File: config.mk
export PLATFORM = sky130hd
export DESIGN_NAME = ed25519_sign_hash_loader
export DESIGN_NICKNAME = d
export VERILOG_FILES = /design/src/rtl/ed25519_sign_pkg.sv /design/src/rtl/ed25519_digest_shreg.sv /design/src/rtl/ed25519_sign_hash_loader.sv
export SDC_FILE = /design/constraint.sdc
export NUM_CORES = 2
export LEC_CHECK = 0
export CAP_MARGIN = 40
export CORE_AREA = 3 3 624 626
export CTS_CLUSTER_DIAMETER = 30
export CTS_CLUSTER_SIZE = 20
export DETAILED_ROUTE_END_ITERATION = 6
export DIE_AREA = 0 0 627 629
export GPL_TIMING_DRIVEN = 0
export PLACE_DENSITY_LB_ADDON = 0.3
export SKIP_CTS_REPAIR_TIMING = 1
export SYNTH_ARGS = -nofsm -noshare
export SYNTH_HDL_FRONTEND = slang
export SYNTH_HIERARCHICAL = 1
export SYNTH_SLANG_ARGS = --single-unit
File: constraint.sdc
create_clock -name ICLK -period 5 [get_ports ICLK]
set_input_delay 0.5 -clock ICLK [delete_from_list [all_inputs] [get_ports ICLK]]
set_output_delay 0.5 -clock ICLK [all_outputs]
set_load 0.05 [all_outputs]
File: src/rtl/ed25519_sign_pkg.sv
// Shared definitions for the Ed25519 signing hash loader: loader states,
// digest source tags and digest width.
package ed25519_sign_pkg;

  localparam int DIGEST_W = 512;

  localparam logic [1:0] TAG_KEY = 2'd0;
  localparam logic [1:0] TAG_RAM = 2'd1;
  localparam logic [1:0] TAG_SM  = 2'd2;

  typedef enum logic [2:0] {
    LD_KEY,
    LD_RAM,
    LD_SM,
    WAIT_RDY,
    START,
    RUN,
    FIN
  } ld_state_e;

endpackage

File: src/rtl/ed25519_digest_shreg.sv
// 512-bit digest register filled by shifting in WORD_W-bit words at the LSBs,
// so the first word of a digest ends up at the MSBs.
module ed25519_digest_shreg
  import ed25519_sign_pkg::*;
#(
  parameter int WORD_W = 64
) (
  input  logic                clk,
  input  logic                rst_n,
  input  logic                load_en,
  input  logic [WORD_W-1:0]   word_in,
  output logic [DIGEST_W-1:0] digest
);

  always_ff @(posedge clk or negedge rst_n) begin
    if (!rst_n)       digest <= '0;
    else if (load_en) digest <= {digest[DIGEST_W-WORD_W-1:0], word_in};
  end

endmodule

File: src/rtl/ed25519_sign_hash_loader.sv
// Collects key/ram/sm SHA-512 digests from a word stream and launches the S-core.
// Optional ITAG source checking with sticky OERR: ED25519_LOADER_TAG_CHECK_EN.
module ed25519_sign_hash_loader
  import ed25519_sign_pkg::*;
#(
  parameter int WORD_W = 64
) (
  input  logic                ICLK,
  input  logic                IRST_N,
  input  logic                IWORD_VALID,
  output logic                OWORD_READY,
  input  logic [WORD_W-1:0]   IWORD,
  input  logic [1:0]          ITAG,
  input  logic                IKEY_KEEP,
  output logic [DIGEST_W-1:0] OHASHD_KEY,
  output logic [DIGEST_W-1:0] OHASHD_RAM,
  output logic [DIGEST_W-1:0] OHASHD_SM,
  output logic                OCORE_ENA,
  input  logic                ICORE_READY,
  input  logic                ICORE_DONE,
  output logic                OBUSY,
  output logic                ODONE,
  output logic                OERR
);

  localparam int              NWORDS   = DIGEST_W / WORD_W;
  localparam int              CNT_W    = $clog2(NWORDS);
  localparam logic [CNT_W-1:0] CNT_LAST = CNT_W'(NWORDS - 1);

  ld_state_e        state, state_nxt;
  logic [CNT_W-1:0] cnt, cnt_nxt;
  logic             key_valid, key_valid_nxt;
  logic             load_phase, xfer, skip_key, tag_err;
  logic             ld_key, ld_ram, ld_sm;

  assign load_phase  = (state == LD_KEY) || (state == LD_RAM) || (state == LD_SM);
  // Gated by reset so every output reads 0 while IRST_N is low.
  assign OWORD_READY = load_phase & IRST_N;
  assign xfer        = IWORD_VALID & load_phase;
  assign skip_key    = (state == LD_KEY) && (cnt == '0) && IKEY_KEEP && key_valid;

`ifdef ED25519_LOADER_TAG_CHECK_EN
  logic [1:0] exp_tag;
  logic       err_q;

  assign exp_tag = (state == LD_SM)                   ? TAG_SM  :
                   ((state == LD_RAM) || skip_key)    ? TAG_RAM : TAG_KEY;
  assign tag_err = xfer && (ITAG != exp_tag);

  always_ff @(posedge ICLK or negedge IRST_N) begin
    if (!IRST_N)      err_q <= 1'b0;
    else if (tag_err) err_q <= 1'b1;
  end
  assign OERR = err_q;
`else
  logic unused_tag;
  assign unused_tag = ^ITAG;
  assign tag_err    = 1'b0;
  assign OERR       = 1'b0;
`endif

  always_ff @(posedge ICLK or negedge IRST_N) begin
    if (!IRST_N) begin
      state     <= LD_KEY;
      cnt       <= '0;
      key_valid <= 1'b0;
    end else begin
      state     <= state_nxt;
      cnt       <= cnt_nxt;
      key_valid <= key_valid_nxt;
    end
  end

  always_comb begin
    state_nxt     = state;
    cnt_nxt       = cnt;
    key_valid_nxt = key_valid;
    ld_key        = 1'b0;
    ld_ram        = 1'b0;
    ld_sm         = 1'b0;
    if (tag_err) begin
      state_nxt     = LD_KEY;
      cnt_nxt       = '0;
      key_valid_nxt = 1'b0;
    end else begin
      unique case (state)
        LD_KEY: if (xfer) begin
          if (skip_key) begin
            // Reused key: this first word is already ram word 0.
            ld_ram    = 1'b1;
            cnt_nxt   = CNT_W'(1);
            state_nxt = LD_RAM;
          end else begin
            ld_key  = 1'b1;
            cnt_nxt = cnt + 1'b1;
            if (cnt == CNT_LAST) begin
              key_valid_nxt = 1'b1;
              state_nxt     = LD_RAM;
            end
          end
        end
        LD_RAM: if (xfer) begin
          ld_ram  = 1'b1;
          cnt_nxt = cnt + 1'b1;
          if (cnt == CNT_LAST) state_nxt = LD_SM;
        end
        LD_SM: if (xfer) begin
          ld_sm   = 1'b1;
          cnt_nxt = cnt + 1'b1;
          if (cnt == CNT_LAST) state_nxt = ICORE_READY ? START : WAIT_RDY;
        end
        WAIT_RDY: if (ICORE_READY) state_nxt = START;
        START:    state_nxt = RUN;
        RUN:      if (ICORE_DONE) state_nxt = FIN;
        FIN:      state_nxt = LD_KEY;
        default:  state_nxt = LD_KEY;
      endcase
    end
  end

  assign OCORE_ENA = (state == START);
  assign ODONE     = (state == FIN);
  assign OBUSY     = (state != LD_KEY) || (cnt != '0);

  ed25519_digest_shreg #(.WORD_W(WORD_W)) u_key_reg (
    .clk(ICLK), .rst_n(IRST_N), .load_en(ld_key), .word_in(IWORD), .digest(OHASHD_KEY)
  );
  ed25519_digest_shreg #(.WORD_W(WORD_W)) u_ram_reg (
    .clk(ICLK), .rst_n(IRST_N), .load_en(ld_ram), .word_in(IWORD), .digest(OHASHD_RAM)
  );
  ed25519_digest_shreg #(.WORD_W(WORD_W)) u_sm_reg (
    .clk(ICLK), .rst_n(IRST_N), .load_en(ld_sm), .word_in(IWORD), .digest(OHASHD_SM)
  );

endmodule

# Word level (Yosys, flattened, before mapping)
# Index checks and enable logic that the tools add are counted.
dict set report totals {
  wordCells 64
  reg_bits 1543
}
dict set report op_classes {
  reduce_logical 15
  addsub 1
  bitwise_logic 3
  eq_ne 16
  muxes 23
}
# op n
set ops {}
lappend ops {{3-bit 2-to-1 mux} 13}
lappend ops {{3-bit one-hot mux with 6 select lines} 1}
lappend ops {{3-bit == test, second input constant} 4}
lappend ops {{2-bit inequality test, second input constant} 5}
lappend ops {{8-bit AND reduction} 1}
lappend ops {{1-bit 2-to-1 mux} 7}
lappend ops {{3-bit by 2-bit == test with 1-bit output, second input constant} 2}
lappend ops {{3-bit zero test} 2}
lappend ops {{2-bit by 1-bit inequality test with 1-bit output, second input constant} 3}
lappend ops {{3-bit one-hot mux with 2 select lines} 1}
lappend ops {{3-bit nonzero test} 2}
lappend ops {{4-bit AND reduction} 1}
lappend ops {{3-bit by 1-bit adder with 3-bit output, second input constant} 1}
lappend ops {{3-bit by 1-bit == test with 1-bit output, second input constant} 1}
lappend ops {{1-bit logical AND} 3}
lappend ops {{1-bit logical OR} 3}
lappend ops {{3-bit by 2-bit inequality test with 1-bit output, second input constant} 1}
lappend ops {{3-bit AND reduction} 1}
lappend ops {{1-bit AND} 2}
lappend ops {{1-bit one-hot mux with 2 select lines} 1}
lappend ops {{2-bit nonzero test} 1}
lappend ops {{2-bit OR reduction} 1}
lappend ops {{1-bit inverter} 1}

# Depth between registers and ports, before layout
dict set report logic_depth {
  word_depth 7
  ltp_mapped 9
}

# By module
# The synthesis kept the hierarchy.
# module cells_each area_each_um2 instances
set modules_own_cells {}
lappend modules_own_cells {ed25519_digest_shreg 1081 19220.9 3}
lappend modules_own_cells {ed25519_sign_hash_loader 61 554.3 1}

# Least setup slack after synthesis
# Ideal clock, no wire load.
dict set report synth_path {
  kind {reg2out}
  startpoint {register state[0]}
  endpoint {output port OCORE_ENA}
  arrival_time_ns 1.770
  stages_incl_launch_ff 3
  slack_ns 2.730
  n_path_buf 1
  cell_sequence {dfrtp_1 clkbuf_1 nor3b_1}
}
dict set report synth_via {
  elab_chain_len 1
}
# item line_no
set synth_lines {}
lappend synth_lines {{start: declaration} ed25519_sign_hash_loader.sv:30} ;# ld_state_e state, state_nxt;
lappend synth_lines {{start signal: assignment} ed25519_sign_hash_loader.sv:68} ;# state <= state_nxt;
lappend synth_lines {{3-bit == test} ed25519_sign_hash_loader.sv:121} ;# assign OCORE_ENA = (state == START);
lappend synth_lines {{end: declaration} ed25519_sign_hash_loader.sv:18} ;# output logic OCORE_ENA,
# Every way passes these cells.

==> run summary <==
The run finished with clean final reports. Yosys mapped a number of flops with a built-in enable equal to 0. Clock-pin slew was measured on the worst setup and hold paths at 0.04 ns.

The placed instances occupy a cell area of 0.0821 sq mm. With fillers left out, the area of the finished cells amounts to 0.0968 sq mm. The tools report the final clock skew as 0.0866 ns. The tools report the number of warning messages in the yosys log as 6.

The worst hold path class is in2async. The H-tree generated during clock tree synthesis spans 5 levels. The initial antenna violation count was 28; the die outline width was 627 um. Multiplexer fraction of the synthesized cell area: 29.7%. Global routing finished with a remaining overflow of 0. After detailed routing, the met3 layer carries 23800 um of wire.

In the finished design, the share of the clock period the worst path needs comes to 83.0%. After synthesis, the share of flip-flops with an asynchronous set or reset is 100%. The run gives 1560 as the DRC marker count from the first detailed-route iteration.

Post-route antenna net violation count: 0. Sort of element at the start of the critical path: an input pin. For the pin with the worst max-slew slack, the measured transition is 1.06 ns. The overall die area is 0.394 sq mm, and the worst slew margin relative to its limit is 29.6%.

The final max-slew violation count is 0. The dominant register cell in the synthesized netlist was dfrtp_1. Amount of wire on met2 after detailed routing: 172000 um. Traced cell by cell, the critical path runs through dlygate4sd3_1, buf_16, buf_16, buf_16, buf_16, buf_16, buf_16. Summing the areas of all and, or, nand and nor instances in the mapped netlist gives 0.327% of the synthesized area. The peak per-stage delay on the critical path works out to 0.61 ns. Summing over every cut layer, the via total after detailed routing is 38500. Counting stages on the worst path, the most repeated cell is buf_16. For this run, the top clock speed supported by timing is 241 MHz.

First-pass GRT wire length: 412000 um. Across every metal layer, demand over resource in global routing totals 15.4%. After detailed routing, the number of vias per cell comes to 3.57. In the layout the commonest cells are clkdlybuf4s50_1 (1608), dfrtp_1 (1543), mux2_2 (1536). The congestion estimate from routability-driven global placement came to 0.860. The run gives 1543 as the clock sink total.

By area, the combinational part of the netlist is dominated by multiplexers. In this run the top signal layer used is met5. After Yosys synthesis, full adders, half adders and majority gates account for 0.0645% of the synthesized area. 1613 I/O pins were placed.

The die is 629 um tall. Clock latency on the worst-skew pair, taken at its later pin, is 0.93 ns. Summing the areas of all compound-gate instances in the mapped netlist gives 0.187% of the synthesized area.

The number of inserted filler cells in the final layout was 39700. The mean instance size in the synthesized netlist was 17.6 sq um; the pin count of the biggest net entering global routing was 177. After floorplanning, the core was divided into 228 placement rows. In the routed design, unresolved DRC markers number 0. Counting every net in the synthesized netlist gives 3379. The initial core utilization was 15.1%; the time the worst path needs with I/O delays and setup was 4.15 ns. After the last flow step, the layout net total stands at 5464. The maximum clock insertion buffer count was 4. The area added between synthesis and finish is 66.3%.

The master of the slowest instance on the critical path was dlygate4sd3_1. For this block, wires on met1 add up to 108000 um. Setup violations remaining at the end of the flow were counted as 0. Setup repair after global routing left no endpoint under its margin. The tools report the via count of the first global-routing pass as 42400. TritonCTS built the clock tree. The worst setup path is of the in2async kind. The total of buffers placed on input and output ports works out to 1609. The synthesized netlist devotes 0% of its cell area to XOR and XNOR gates.

Of the cells placed in the final design, the portion with a size suffix greater than 1 is 42.7%. The post-route setup TNS is 0 ns. The average wire per standard cell works out to 29.1 um. The run gives 0 as the count of endpoints failing hold in the final timing report.

The library cell used most frequently in the layout, excluding fill and tap cells, is clkdlybuf4s50_1. The post-synthesis cell type count was 39. For the worst setup path, the data arrival time is 5.09 ns. The cell area after technology mapping is 0.0582 sq mm. The tools report the number of maximum-capacitance constraint violations as 0.

The sequential area share after synthesis came out at 66.3%. The cell at the root of the clock tree is clkbuf_16. The peak fanout along the critical path was 168; the core area was 0.385 sq mm. The number of clock buffers added by TritonCTS is 414.

The cell count after synthesis came out at 3304. Detailed placement ended at an HPWL of 253000 um. The worst setup path is captured at an async pin.

Wires add up to 314000 um. The flip-flop and latch count after synthesis is 1543, and the first-pass iteration count of the detailed router is 5. At the worst endpoint, the required time is 5.94 ns.
## worst max-delay path: cells and delay by family
kind     cells  cell delay, ns
buf+inv      7            3.77
## state kept, by name (all words and copies together), names as in the netlist
| register | count |
|---|---|
| cnt | 3 |
| key_valid | 1 |
| state | 3 |
| u_key_reg/digest | 512 |
| u_ram_reg/digest | 512 |
| u_sm_reg/digest | 512 |
## cells by family (layout without fill, tap and decap cells)
kind of cell               count (synthesis)  count (layout)
DFF                                     1543            1543
muxes                                   1536            1536
buffers and inverters                    178            2598
and+or+nand+nor                           29              29
AOI/OAI and AO/OA                         14              14
adders and majority gates                  3               3
other                                      1              12
## path summary, 6_finish.rpt
path	depth (start not counted)	start	slack [ns]	end
hold reg to reg	1	u_ram_reg/digest[86]$_DFFE_PN0P_	0.49	u_ram_reg/digest[150]$_DFFE_PN0P_
min in group ICLK	2	IWORD[12]	0.25	u_sm_reg/digest[12]$_DFFE_PN0P_
max in group ICLK	5	state[0]$_DFFE_PN0P_	1.56	OWORD_READY
hold / removal	2	IRST_N	0.17	u_sm_reg/digest[14]$_DFFE_PN0P_
setup reg to reg	9	cnt[0]$_DFFE_PN0P_	2.29	u_ram_reg/digest[426]$_DFFE_PN0P_
setup / recovery	7	IRST_N	0.85	u_sm_reg/digest[488]$_DFFE_PN0P_
## synthesized netlist by cell type, drive strengths merged (3+ instances only)
cell    count  area share, %
buf       150            2.8
clkbuf     25           0.57
dfrtp    1543             66
ha          3          0.064
inv         3          0.019
mux2     1536             30
nand2       3          0.019
nand3       3          0.026
nor2        3          0.019
nor3        3          0.026
## metal layers
layer,up-vias,track usage [%]
met5,-,0
met1,20500,15.5
met2,1442,29.5
met3,422,5.18
li1,16200,-
met4,8,4.77
## cell type report
cell class	count	area, sq um	area share, %
antenna	11	27.5	0.0284
buffer	175	1960	2.02
clock buffer	570	11700	12.1
clock inverter	181	2930	3.02
inverter	3	11.3	0.0116
multi-input combinational	1583	17600	18.2
sequential	1543	38600	39.9
tap	5060	6330	6.54
timing repair buffer	1669	17600	18.2
## metrics by stage
stage,std cells,utilization (%),setup WS [ns],hold WS [ns]
final,10800,25.2,0.849,0.173
after global routing,10800,25.2,0.318,0.128
after CTS,10800,25.1,1.40,-0.590
after detailed placement,10000,21.3,0.490,0.482
after global placement,9973,21.0,-70.11,0.470
after floorplan,3304,-,2.73,0.204
Power is left out: the tool's default activity adds up to more than one toggle a clock period on the data nets, which glitch-free logic cannot reach.
